--- src/rtl/mat_mult_stream_if.sv ---
// Byte-wide AXI-Stream pair for the matrix multiplier: operand stream in, result stream out.
// Signal names are kept from the original port list so existing wiring maps one-to-one.
interface mat_mult_stream_if;
  logic [7:0] S_AXIS_MATS;
  logic       S_AXIS_VALID;
  logic       S_AXIS_READY;
  logic [7:0] M_AXIS_RES;
  logic       M_AXIS_VALID;
  logic       M_AXIS_LAST;
  logic       M_AXIS_READY;

  // The multiplier block itself: sinks operands, sources results.
  modport slave (
    input  S_AXIS_MATS, S_AXIS_VALID, M_AXIS_READY,
    output S_AXIS_READY, M_AXIS_RES, M_AXIS_VALID, M_AXIS_LAST
  );

  // Surrounding producer/consumer.
  modport master (
    output S_AXIS_MATS, S_AXIS_VALID, M_AXIS_READY,
    input  S_AXIS_READY, M_AXIS_RES, M_AXIS_VALID, M_AXIS_LAST
  );
endinterface

--- src/rtl/mat_mult_stream.sv ---
// Streaming NxN unsigned 8-bit matrix multiplier: loads A then B, computes C=A*B mod 256,
// then streams C row-major with LAST on the final element.
module mat_mult_stream #(
  parameter int unsigned N = 2
) (
  input  logic             axis_clk,
  input  logic             axis_rst_n,
  mat_mult_stream_if.slave axis
);
  localparam int unsigned NN = N * N;
  localparam int unsigned N3 = N * N * N;
  localparam int unsigned CW = $clog2(2 * NN + N3 + 1);
  localparam int unsigned EW = $clog2(NN);
  localparam int unsigned IW = $clog2(N);

  typedef enum logic [1:0] {ST_LOAD, ST_COMPUTE, ST_OUTPUT} state_t;

  state_t          r_state, w_state_nxt;
  logic [CW-1:0]   r_cnt, w_cnt_nxt;

  logic            r_s_ready;
  logic            r_m_valid;
  logic            r_m_last;
  logic [7:0]      r_m_res;

  logic [7:0]      r_a [NN];
  logic [7:0]      r_b [NN];
  logic [7:0]      r_c [NN];

  logic [IW-1:0]   r_i, r_j, r_k;
  logic [7:0]      r_prod, r_acc;
  logic            r_pv, r_pfirst, r_plast;
  logic [EW-1:0]   r_pidx;

  logic            w_s_hs, w_m_hs, w_issue;
  logic [EW-1:0]   w_aidx, w_bidx, w_cidx, w_bload;
  logic [7:0]      w_prod, w_sum;

  assign w_s_hs  = axis.S_AXIS_VALID && r_s_ready;
  assign w_m_hs  = r_m_valid && axis.M_AXIS_READY;
  assign w_issue = (r_state == ST_COMPUTE) && (r_cnt < CW'(N3));

  assign w_aidx  = EW'(int'(r_i) * N + int'(r_k));
  assign w_bidx  = EW'(int'(r_k) * N + int'(r_j));
  assign w_cidx  = EW'(int'(r_i) * N + int'(r_j));
  assign w_bload = EW'(r_cnt - CW'(NN));

  assign w_prod  = r_a[w_aidx] * r_b[w_bidx];
  assign w_sum   = (r_pfirst ? 8'd0 : r_acc) + r_prod;

  assign axis.S_AXIS_READY = r_s_ready;
  assign axis.M_AXIS_VALID = r_m_valid;
  assign axis.M_AXIS_LAST  = r_m_last;
  assign axis.M_AXIS_RES   = r_m_res;

  // r_cnt is shared: byte index in LOAD, MAC issue count in COMPUTE, element index in OUTPUT.
  always_comb begin
    w_state_nxt = r_state;
    w_cnt_nxt   = r_cnt;
    unique case (r_state)
      ST_LOAD: begin
        if (w_s_hs) begin
          if (r_cnt == CW'(2 * NN - 1)) begin
            w_state_nxt = ST_COMPUTE;
            w_cnt_nxt   = '0;
          end else begin
            w_cnt_nxt = r_cnt + 1'b1;
          end
        end
      end
      ST_COMPUTE: begin
        if (r_cnt == CW'(N3)) begin
          w_state_nxt = ST_OUTPUT;
          w_cnt_nxt   = '0;
        end else begin
          w_cnt_nxt = r_cnt + 1'b1;
        end
      end
      ST_OUTPUT: begin
        if (w_m_hs) begin
          if (r_cnt == CW'(NN - 1)) begin
            w_state_nxt = ST_LOAD;
            w_cnt_nxt   = '0;
          end else begin
            w_cnt_nxt = r_cnt + 1'b1;
          end
        end
      end
      default: begin
        w_state_nxt = ST_LOAD;
        w_cnt_nxt   = '0;
      end
    endcase
  end

  always_ff @(posedge axis_clk) begin
    if (axis_rst_n) begin
      r_state <= ST_LOAD;
      r_cnt   <= '0;
    end else begin
      r_state <= w_state_nxt;
      r_cnt   <= w_cnt_nxt;
    end
  end

  // Stream outputs are registered from the next state so they line up with the state change.
  always_ff @(posedge axis_clk) begin
    if (axis_rst_n) begin
      r_s_ready <= 1'b0;
      r_m_valid <= 1'b0;
      r_m_last  <= 1'b0;
      r_m_res   <= '0;
    end else begin
      r_s_ready <= (w_state_nxt == ST_LOAD);
      r_m_valid <= (w_state_nxt == ST_OUTPUT);
      r_m_last  <= (w_state_nxt == ST_OUTPUT) && (w_cnt_nxt == CW'(NN - 1));
      if (w_state_nxt == ST_OUTPUT)
        r_m_res <= r_c[w_cnt_nxt[EW-1:0]];
    end
  end

  // Products are registered before accumulation, so COMPUTE ends with one drain cycle
  // after the last of the N^3 issues.
  always_ff @(posedge axis_clk) begin
    if (axis_rst_n) begin
      for (int unsigned idx = 0; idx < NN; idx++) begin
        r_a[idx] <= '0;
        r_b[idx] <= '0;
        r_c[idx] <= '0;
      end
      r_i      <= '0;
      r_j      <= '0;
      r_k      <= '0;
      r_prod   <= '0;
      r_acc    <= '0;
      r_pv     <= 1'b0;
      r_pfirst <= 1'b0;
      r_plast  <= 1'b0;
      r_pidx   <= '0;
    end else begin
      if (w_s_hs) begin
        if (r_cnt < CW'(NN))
          r_a[r_cnt[EW-1:0]] <= axis.S_AXIS_MATS;
        else
          r_b[w_bload] <= axis.S_AXIS_MATS;
      end

      r_pv <= w_issue;
      if (w_issue) begin
        r_prod   <= w_prod;
        r_pidx   <= w_cidx;
        r_pfirst <= (r_k == '0);
        r_plast  <= (r_k == IW'(N - 1));
        if (r_k == IW'(N - 1)) begin
          r_k <= '0;
          if (r_j == IW'(N - 1)) begin
            r_j <= '0;
            r_i <= r_i + 1'b1;
          end else begin
            r_j <= r_j + 1'b1;
          end
        end else begin
          r_k <= r_k + 1'b1;
        end
      end else if (r_state != ST_COMPUTE) begin
        r_i <= '0;
        r_j <= '0;
        r_k <= '0;
      end

      if (r_pv) begin
        if (r_plast)
          r_c[r_pidx] <= w_sum;
        else
          r_acc <= w_sum;
      end
    end
  end
endmodule

--- src/flat_wrapper.sv ---
// flat-port wrapper written by rule: the top's interface ports become plain ports
module mat_mult_stream_flat 
#(
  parameter int unsigned N = 2
)
  (axis_clk, axis_rst_n, axis_S_AXIS_MATS, axis_S_AXIS_VALID, axis_M_AXIS_READY, axis_S_AXIS_READY, axis_M_AXIS_RES, axis_M_AXIS_VALID, axis_M_AXIS_LAST);
  mat_mult_stream_if axis_i ();
  input  logic axis_clk;
  input  logic axis_rst_n;
  input wire logic [$bits(axis_i.S_AXIS_MATS)-1:0] axis_S_AXIS_MATS;
  input wire logic [$bits(axis_i.S_AXIS_VALID)-1:0] axis_S_AXIS_VALID;
  input wire logic [$bits(axis_i.M_AXIS_READY)-1:0] axis_M_AXIS_READY;
  output wire logic [$bits(axis_i.S_AXIS_READY)-1:0] axis_S_AXIS_READY;
  output wire logic [$bits(axis_i.M_AXIS_RES)-1:0] axis_M_AXIS_RES;
  output wire logic [$bits(axis_i.M_AXIS_VALID)-1:0] axis_M_AXIS_VALID;
  output wire logic [$bits(axis_i.M_AXIS_LAST)-1:0] axis_M_AXIS_LAST;
  assign axis_i.S_AXIS_MATS = axis_S_AXIS_MATS;
  assign axis_i.S_AXIS_VALID = axis_S_AXIS_VALID;
  assign axis_i.M_AXIS_READY = axis_M_AXIS_READY;
  assign axis_S_AXIS_READY = axis_i.S_AXIS_READY;
  assign axis_M_AXIS_RES = axis_i.M_AXIS_RES;
  assign axis_M_AXIS_VALID = axis_i.M_AXIS_VALID;
  assign axis_M_AXIS_LAST = axis_i.M_AXIS_LAST;
  mat_mult_stream #(.N(N)) u_core (.axis_clk(axis_clk), .axis_rst_n(axis_rst_n), .axis(axis_i));
endmodule
--- config.mk ---
export PLATFORM = sky130hd
export DESIGN_NAME = mat_mult_stream_flat
export DESIGN_NICKNAME = d
export VERILOG_FILES = /design/src/rtl/mat_mult_stream_if.sv /design/src/rtl/mat_mult_stream.sv /design/src/flat_wrapper.sv
export SDC_FILE = /design/constraint.sdc
export NUM_CORES = 1
export LEC_CHECK = 0
export CAP_MARGIN = 10
export CELL_PAD_IN_SITES_DETAIL_PLACEMENT = 2
export CELL_PAD_IN_SITES_GLOBAL_PLACEMENT = 2
export CORE_MARGIN = 4
export CORE_UTILIZATION = 46
export CTS_CLUSTER_DIAMETER = 50
export DETAILED_ROUTE_END_ITERATION = 10
export GPL_ROUTABILITY_DRIVEN = 0
export HOLD_SLACK_MARGIN = 0.12
export PLACE_DENSITY_LB_ADDON = 0.1
export SLEW_MARGIN = 30
export SYNTH_ARGS = -nofsm -noshare
export SYNTH_HDL_FRONTEND = slang
export SYNTH_SLANG_ARGS = --single-unit
export TNS_END_PERCENT = 50
--- constraint.sdc ---
create_clock -name axis_clk -period 9.7 [get_ports axis_clk]
set_input_delay 2.91 -clock axis_clk [delete_from_list [all_inputs] [get_ports axis_clk]]
set_output_delay 2.91 -clock axis_clk [all_outputs]
set_load 0.03 [all_outputs]
* Word-level counts from Yosys, hierarchy flattened
Memory sizes are Yosys's and may differ from the RTL's. A register that Yosys moved wholly into a read port is not among the register bits.
Cells that the tools add are included.
** Word-level totals
- Flip-flop bits (word level) :: 34
- Memory bits (writable) :: 96
- Bits of input ports :: 12
- Output and inout bits :: 11
- Logic and storage cells :: 99
- Memories :: 3
** Memories
- u_core.r_a :: depth 4, bits a word 8, rd ports 1, clocked after Yosys merged registers in 0, wr ports 4, RTL line mat_mult_stream.sv:26 : logic [7:0] r_a [NN];
- u_core.r_b :: depth 4, bits a word 8, rd ports 1, clocked after Yosys merged registers in 0, wr ports 4, RTL line mat_mult_stream.sv:27 : logic [7:0] r_b [NN];
- u_core.r_c :: depth 4, bits a word 8, rd ports 1, clocked after Yosys merged registers in 1, wr ports 4, RTL line mat_mult_stream.sv:28 : logic [7:0] r_c [NN];
** Cells by class
- $add $sub $neg :: 9
- $mul :: 1
- $lt $le $gt $ge :: 2
- Equal/unequal tests :: 10
- Muxes and demuxes :: 45
- Bitwise logic cells :: 2
- Reduce and logical (&&, ||, !) cells :: 13
** Operators by type and width (count)
- two-way mux 8 bit :: 4
- two-way mux 1 bit :: 26
- two-way mux 5 bit :: 5
- OR reduction 8 bit :: 3
- two-way mux 2 bit :: 8
- case mux 5 bit (3 select lines) :: 1
- == test 5 x 2 -> 1 bit (second input constant) :: 2
- adder 8 bit :: 1
- multiplier 8 x 8 -> 8 bit :: 1
- adder 2 x 1 -> 2 bit :: 3
- inequality test 2 x 1 -> 1 bit (second input constant) :: 3
- case mux 2 bit (3 select lines) :: 1
- adder 5 x 1 -> 5 bit (second input constant) :: 1
- == test 5 x 3 -> 1 bit (second input constant) :: 1
- == test 5 x 4 -> 1 bit (second input constant) :: 1
- less-than comparator 5 x 3 -> 1 bit (second input constant) :: 1
- less-than comparator 5 x 4 -> 1 bit (second input constant) :: 1
- == test 2 bit (second input constant) :: 2
- logical AND 1 bit :: 4
- logical NOT 2 bit :: 2
- AND reduction 2 bit :: 2
- adder 1 bit (second input constant) :: 3
- AND reduction 3 bit :: 1
- == test 2 x 1 -> 1 bit (second input constant) :: 1
- 3 further kinds :: 4

* Logic depth before layout (Yosys ltp)
Gate-level depths: netlist of run 1.
- Depth after elaboration :: 7
- Mapped depth :: 19
- Mapped depth without buffers :: 17

* Worst setup path after synthesis of run 1
No wires, ideal clock.
- Path kind :: input port to flip-flop
- Start :: input axis_S_AXIS_VALID
- End :: register u_core.r_m_res[2] (netlist: u_core.axis.M_AXIS_RES[2]), read port of u_core.r_c
- Setup time :: 0.117 ns
- Arrival :: 4.605 ns
- Slack :: 4.978 ns
- Stages :: 5
- Cell sequence :: and4bb_2 a211o_1 mux2i_4 mux4_1 a22o_1
** On the way
- Longest elaborated chain between the ends :: 4
- Elaborated cells on any way between the ends :: 6
- Those cells by class :: eq/ne (1); mux (4); reduce/logical (1)
** Ends and longest elaborated chain
- from (decl) :: RTL line flat_wrapper.sv:11 : input wire logic [$bits(axis_i.S_AXIS_VALID)-1:0] axis_S_AXIS_VALID;
- logical AND 1 bit * :: RTL line mat_mult_stream.sv:39 : assign w_s_hs = axis.S_AXIS_VALID && r_s_ready;
- two-way mux 2 bit :: RTL line mat_mult_stream.sv:62 : if (w_s_hs) begin
- case mux 2 bit (3 select lines) :: RTL line mat_mult_stream.sv:60 : unique case (r_state)
- == test 2 bit :: RTL line mat_mult_stream.sv:117 : if (w_state_nxt == ST_OUTPUT)
- to (decl) :: RTL line mat_mult_stream.sv:24 : logic [7:0] r_m_res;
Mark *: on every way between the ends. The rest lies on a longest branch, timed or not.
A chain may end at the register's enable or synchronous reset.

==> reports/qor.tcl, run 1 <==
set qor(timing.critical_path.required_ns) 9.80
set qor(place.detailed.hpwl_um) 14600
set qor(yosys_register_bits) 138
set qor(number_of_enable_flip_flop_cells_after_synthesis) 96
set qor(floorplan.die_area_sq_um) 17500
set qor(detail_route.drc_violations) 0
set qor(critical_path.endpoint_type) {flip-flop}
set qor(setup_total_negative_slack_ns) 0
set qor(final_common_cell) {edfxtp_1}
set qor(cellLeakagePower_uw) 0.00310
set qor(hold-path-cell-count) 2
set qor(ir_worst_vdd_v) 0.000136
set qor(worst_hold_path.endpoint) {u_core.r_prod[5]$_SDFFE_PP0P_}
set qor(antennaDiodeCount) 0
set qor(number_of_antenna_violations_at_the_first_check_in_global_routing) 0
set qor(io_pins) 23
set qor(grt_pass1_wl_um) 34000
set qor(routed_wire_length_per_instance_um) 26.6
set qor(post_synth_inst_count) 599
set qor(timing.critical_path.arrival_ns) 5.85
set qor(post-route-min-period_ns) 5.75
set qor(h-tree-depth) 4
set qor(most-common-layout-cells) {edfxtp_1 (96), and2_1 (76), nor2_1 (60)}
set qor(drtAntennaViolNets) 0
set qor(vias_in_the_first_global_route) 5541
set qor(globalRouteTotalUtil_pct) 26.2
set qor(fmaxAchievable_mhz) 174
set qor(slew_violations) 0
set qor(cts_repair_resize_count) 0
set qor(worstRegToRegCells) 17
set qor(initial_utilization_pct) 46.8
set qor(syn_avg_cell_area_sq_um) 11.8
set qor(power-per-cell-area_nw_per_um2) 174
set qor(dieWidth_um) 132
set qor(slew_at_the_pin_with_the_worst_max_slew_slack_ns) 0.919
set qor(maxCapViolCount) 0
set qor(status) {finished clean}
set qor(number_of_post_cts_setup_repair_buffers) 0
set qor(synth_to_layout_area_growth_pct) 14.0
set qor(clock-sinks) 138
set qor(port-buffer-count) 22
set qor(worst-r2r-setup-slack_ns) 4.62
set qor(final_setup_skew_ns) 0.0110
set qor(postSynth.asyncResetShare_pct) 0
set qor(reg2reg_from) {u_core.r_j$_SDFFE_PP0P_}
set qor(route.final.wire_length_um) 22000
set qor(worst_hold_start) {u_core.r_prod[5]$_SDFFE_PP0P_}
set qor(setup_repair_after_global_routing_missed_its_margin) {no}
set qor(post_cts_hold_buffer_count) 0
set qor(post_drt_via_cell_ratio) 5.92
set qor(rr_endpoint) {u_core.r_prod[7]$_SDFFE_PP0P_}
set qor(total_nets_after_synthesis) 649
set qor(timing.final.crit_share_pct) 59.3
set qor(ys_types) 54
set qor(setup.worst_path.start_class) {primary input}
set qor(post-route-util_pct) 53.4
set qor(drive_gt1_share_pct) 10.5
set qor(core_region_area_sq_um) 15100
set qor(finalWorstSetupSlack_ns) 3.95
set qor(synth-seq-area-share_pct) 52.5
set qor(ys_warn_count) 0
set qor(min-delay-path-class) {flip-flop to flip-flop}
set qor(finalHoldViolCount) 0
set qor(path_clk_slew_ns) 0.06
set qor(dr_total_vias) 4896
set qor(max-clock-path-buffers) 2
set qor(path_class) {primary input to flip-flop}
set qor(fin_nets) 676
set qor(drtPass1Iterations) 4
set qor(timing.slew.headroom_pct) 38.4
set qor(die_y_um) 132
set qor(clock_latency_reported_for_the_late_side_of_the_worst_skew_pair_ns) 0.45
set qor(dp_slack_ns) 3.69
set qor(clockRootBuffer) {clkbuf_16}
set qor(row_count) 45
set qor(finalSetupViolations) 0
set qor(mappedNetlistArea_sq_um) 7090
set qor(cts_tree) {built}
set qor(worst-path-max-fanout) 36
set qor(grt.overflow.total) 0
set qor(grt_start_max_net_pins) 37
set qor(ys.flop_type) {edfxtp_1}
set qor(cts_inserted_buffers) 17
set qor(dr.first_iter.drc_count) 221
## metrics by stage
step	std cells	power, uW	hold WS [ns]	area [sq um]
2_1_floorplan	599	721	0.432	7090
4_1_cts	827	1420	0.485	8080
6_report	827	1410	0.481	8080
5_1_grt	827	1460	0.497	8080
3_3_place_gp	795	752	0.439	7500
3_5_place_dp	795	759	0.449	7500
## layout make-up
type | instances | area [sq um]
Clock buffer | 17 | 425
Clock inverter | 15 | 154
Fill cell | 1433 | 7060
Inverter | 36 | 135
Multi-Input combinational cell | 404 | 3140
Sequential cell | 138 | 3720
Tap cell | 188 | 235
Timing Repair Buffer | 29 | 273
## power breakdown
| part | internal, uW | switching, uW | leakage [uW] | total (uW) |
|---|---|---|---|---|
| sequential | 645 | 8.91 | 0.00133 | 653 |
| clock | 362 | 294 | 0.000281 | 656 |
| combinational | 39.3 | 57.2 | 0.00148 | 96.4 |
| total | 1050 | 360 | 0.00310 | 1410 |
## cell families (layout without fill, tap and decap cells)
group | count (synthesis) | in the layout | share of synthesized area (%)
AOI/OAI and AO/OA | 67 | 67 | 6.21
xor gates and xnor gates | 23 | 23 | 3.23
buffers and inverters | 57 | 97 | 3.35
adders and majority gates | 38 | 38 | 8.08
and+or+nand+nor | 251 | 251 | 18.2
muxes | 25 | 25 | 8.37
DFF | 138 | 138 | 52.5
## synthesized netlist by cell type (all sizes together) (3+ instances only)
cell type,n,area (sq um)
a21o,5,37.5
and2,76,475
buf,5,42.5
ha,25,313
mux4,24,571
xor2,5,43.8
clkbuf,16,60.1
edfxtp,96,2880
o21ai,9,45.0
a22o,8,70.1
nor2b,8,50.1
and3,11,70.1
or2,3,18.8
a211oi,4,30.0
dfxtp,42,841
nand2b,8,50.1
fa,13,260
nand3,8,40.0
nor2,61,231
inv,36,135
nand2,56,210
a21oi,23,115
nor3,11,66.3
xnor2,16,140
## worst max-delay path, cell delays in order
cell,delay [ns]
clkdlybuf4s50_1,0.41
buf_4,0.27
inv_1,0.60
nand3_1,0.54
or3b_2,0.73
nand2_1,0.37
## metal layers
metal / vias up / share of wire [%] / GRT usage (%)
met5: - / 0 / 0
met4: 0 / 3.0 / 9.39
met3: 48 / 4.0 / 6.76
met2: 126 / 53 / 47.1
met1: 2550 / 40 / 30.3
li1: 2172 / - / -
## worst max path at each step
stage	from	endpoint	depth (start not counted)
floorplan	axis_S_AXIS_VALID	u_core.axis.M_AXIS_RES[2]$_SDFFE_PP0P_	5
detailed placement	axis_rst_n	u_core.r_c[1][1]$_SDFFCE_PN0P_	6
finish	axis_rst_n	u_core.r_c[1][6]$_SDFFCE_PN0P_	6
global route	axis_rst_n	u_core.r_c[1][0]$_SDFFCE_PN0P_	6
global placement	axis_rst_n	u_core.r_c[1][1]$_SDFFCE_PN0P_	6
CTS	axis_rst_n	u_core.r_c[1][2]$_SDFFCE_PN0P_	6
## state kept, by name, indices dropped and copies added (netlist names)
name / cells
u_core.axis.M_AXIS_LAST: 1
u_core.r_state: 2
u_core.r_plast: 1
u_core.r_k: 1
u_core.r_i: 1
u_core.r_j: 1
u_core.axis.M_AXIS_VALID: 1
u_core.r_b: 32
u_core.r_pidx: 2
u_core.r_a: 32
u_core.r_acc: 8
u_core.r_pv: 1
u_core.axis.S_AXIS_READY: 1
u_core.r_pfirst: 1
u_core.axis.M_AXIS_RES: 8
u_core.r_cnt: 5
u_core.r_c: 32
u_core.r_prod: 8
No activity file was read; power rests on OpenSTA's default activity.
==> run 2: changes to the inputs <==
CORE_UTILIZATION = 43   (was 46)
clock period = 5.3 ns   (was 9.7 ns; I/O delays follow)
==> run 2 against run 1 <==
  * Core utilization fell by 2.7 points
  * Count of clock-buffer cells in the layout rose by 4
  * Clock skew fell by 0.0018 ns
  * Hold slack got worse by 0.017 ns
  * Non-clock buffer count rose by 6
  * Global-route usage fell by 3.8 points
  * Clock power rose by 69%
  * Power rose by 76%
  * Cell area rose by 0.34%
  * Cell count rose by 4.1%
  * Combinational power rose by 79%
  * Critical path type is now flip-flop to flip-flop
==> reports/qor.tcl, run 2 (synthesis results as in run 1) <==
set qor(status) {finished clean}
set qor(final_setup_skew_ns) 0.00924
set qor(worst-r2r-setup-slack_ns) 0.45
set qor(p_int_uw) 1900
set qor(finalHoldViolCount) 0
set qor(fmaxAchievable_mhz) 206
set qor(vias_in_the_first_global_route) 5385
set qor(rr_endpoint) {u_core.r_prod[7]$_SDFFE_PP0P_}
set qor(max-clock-path-buffers) 2
set qor(drtPass1Iterations) 4
set qor(grt_pass1_wl_um) 31200
set qor(finalSetupViolations) 0
set qor(power-per-cell-area_nw_per_um2) 305
set qor(min-delay-path-class) {flip-flop to flip-flop}
set qor(post-route-min-period_ns) 4.85
set qor(initial_utilization_pct) 44.3
set qor(slew_at_the_pin_with_the_worst_max_slew_slack_ns) 0.930
set qor(row_count) 46
set qor(share_clk_of_total_power_pct) 44.9
set qor(critPathLaunch) {u_core.r_k$_SDFFE_PP0P_}
set qor(floorplan.die_area_sq_um) 18600
set qor(multi_input_area_sq_um) 3130
set qor(critical_path.endpoint_type) {flip-flop}
set qor(dieWidth_um) 136
set qor(dr.first_iter.drc_count) 200
set qor(clock_latency_reported_for_the_late_side_of_the_worst_skew_pair_ns) 0.42
set qor(number_of_post_cts_setup_repair_buffers) 0
set qor(p_sw_share_pct) 23.5
set qor(p_comb_share_pct) 7.0
set qor(worstRegToRegCells) 18
set qor(setup_repair_after_global_routing_missed_its_margin) {no}
set qor(cts_repair_resize_count) 0
set qor(timing.final.crit_share_pct) 91.4
set qor(ir_worst_vdd_v) 0.000228
set qor(timing.critical_path.arrival_ns) 5.18
set qor(worst_hold_start) {u_core.r_prod[6]$_SDFFE_PP0P_}
set qor(grt.overflow.total) 0
set qor(worst-path-max-fanout) 8
set qor(power.total_uw) 2480
set qor(port-buffer-count) 22
set qor(setup.worst_path.start_class) {flip-flop}
set qor(timing.critical_path.required_ns) 5.64
set qor(post_cts_hold_buffer_count) 0
set qor(route.final.wire_length_um) 19300
set qor(maxCapViolCount) 0
set qor(io_pins) 23
set qor(die_y_um) 136
set qor(most-common-layout-cells) {edfxtp_1 (96), and2_1 (76), nor2_1 (60)}
set qor(h-tree-depth) 4
set qor(cts_tree) {built}
set qor(reg2reg_from) {u_core.r_k$_SDFFE_PP0P_}
set qor(grt_start_max_net_pins) 36
set qor(fin_nets) 682
set qor(sequentialPowerShare_pct) 48.2
set qor(dr_total_vias) 4696
set qor(power.switching_uw) 582
set qor(path_class) {flip-flop to flip-flop}
set qor(synth_to_layout_area_growth_pct) 14.4
set qor(slew_violations) 0
set qor(post_drt_via_cell_ratio) 5.45
set qor(nFillCells) 1605
set qor(drtAntennaViolNets) 0
set qor(cellLeakagePower_uw) 0.00309
set qor(setup_total_negative_slack_ns) 0
set qor(core_region_area_sq_um) 16000
set qor(timing.slew.headroom_pct) 37.8
set qor(antennaDiodeCount) 0
set qor(clockRootBuffer) {clkbuf_16}
set qor(number_of_antenna_violations_at_the_first_check_in_global_routing) 0
set qor(critical_path.endpoint) {u_core.r_prod[7]$_SDFFE_PP0P_}
set qor(reg_top3) {u_core.r_a: 32 flops, u_core.r_b: 32 flops, u_core.r_c: 32 flops}
set qor(cts_inserted_buffers) 17
set qor(routed_wire_length_per_instance_um) 22.4
set qor(clock-sinks) 138
set qor(path_clk_slew_ns) 0.06
set qor(drive_gt1_share_pct) 10.1
set qor(final_common_cell) {edfxtp_1}
set qor(globalRouteTotalUtil_pct) 22.5
set qor(detail_route.drc_violations) 0
set qor(register_area_sq_um) 3720
set qor(place.detailed.hpwl_um) 14000
-- run 2: worst min-delay path by stage --
| stage | slack [ns] | endpoint | cells after the start |
|---|---|---|---|
| 2_1_floorplan | 0.43 | u_core.r_acc[0]$_SDFFE_PP0P_ | 2 |
| 3_3_place_gp | 0.44 | u_core.r_acc[0]$_SDFFE_PP0P_ | 2 |
| 3_5_place_dp | 0.46 | u_core.r_prod[6]$_SDFFE_PP0P_ | 2 |
| 4_1_cts | 0.47 | u_core.r_prod[6]$_SDFFE_PP0P_ | 2 |
| 5_1_grt | 0.49 | u_core.r_prod[6]$_SDFFE_PP0P_ | 2 |
| 6_report | 0.46 | u_core.r_prod[6]$_SDFFE_PP0P_ | 2 |
-- run 2: metrics by stage --
step                      area [sq um]  setup WS, ns  std cells  utilization [%]  hold slack, ns
after floorplan                   7090         0.934        599                -           0.432
after global placement            7570         0.786        829             47.3           0.441
after detailed placement          7570         0.486        829             47.3           0.461
after CTS                         8110         0.419        861             50.7           0.470
after global routing              8110         0.243        861             50.7           0.489
final                             8110         0.454        861             50.7           0.464
-- run 2: critical path, cell delays in order, from the launching register on --
cell and delay (ns):
dfxtp_1 0.36, buf_4 0.21, mux4_2 0.61, and2_1 0.24, fa_1 0.45, inv_1 0.10, fa_1 0.39, inv_1 0.07
ha_1 0.12, inv_1 0.05, fa_1 0.54, inv_1 0.05, ha_1 0.33, a21o_1 0.20, a21oi_1 0.14, xnor3_1 0.41
xnor3_1 0.23, nand2_1 0.08, a21oi_1 0.18
-- run 2: layout make-up --
| class | instances | share of cell area [%] |
|---|---|---|
| inverter | 36 | 1.67 |
| clock inverter | 11 | 1.19 |
| timing repair buffer | 35 | 3.92 |
| tap | 216 | 3.33 |
| multi-input combinational | 404 | 38.6 |
| sequential | 138 | 45.9 |
| clock buffer | 21 | 5.43 |
-- run 2: routing by layer --
| metal | track usage [%] | vias up | routed length, um |
|---|---|---|---|
| met5 | 0 | - | 0 |
| met4 | 5.15 | 0 | 207 |
| met3 | 4.37 | 16 | 554 |
| met2 | 41.7 | 78 | 10400 |
| met1 | 26.9 | 2416 | 8110 |
| li1 | - | 2186 | - |
-- run 2: power by group through the flow --
| stage | sequential [uW] | combinational (uW) | clock (uW) |
|---|---|---|---|
| 6_report | 1190 | 173 | 1110 |
| 5_1_grt | 1200 | 193 | 1170 |
| 4_1_cts | 1190 | 177 | 1120 |
| 3_5_place_dp | 1220 | 175 | 0 |
| 3_3_place_gp | 1210 | 163 | 0 |
| 2_1_floorplan | 1210 | 112 | 0 |
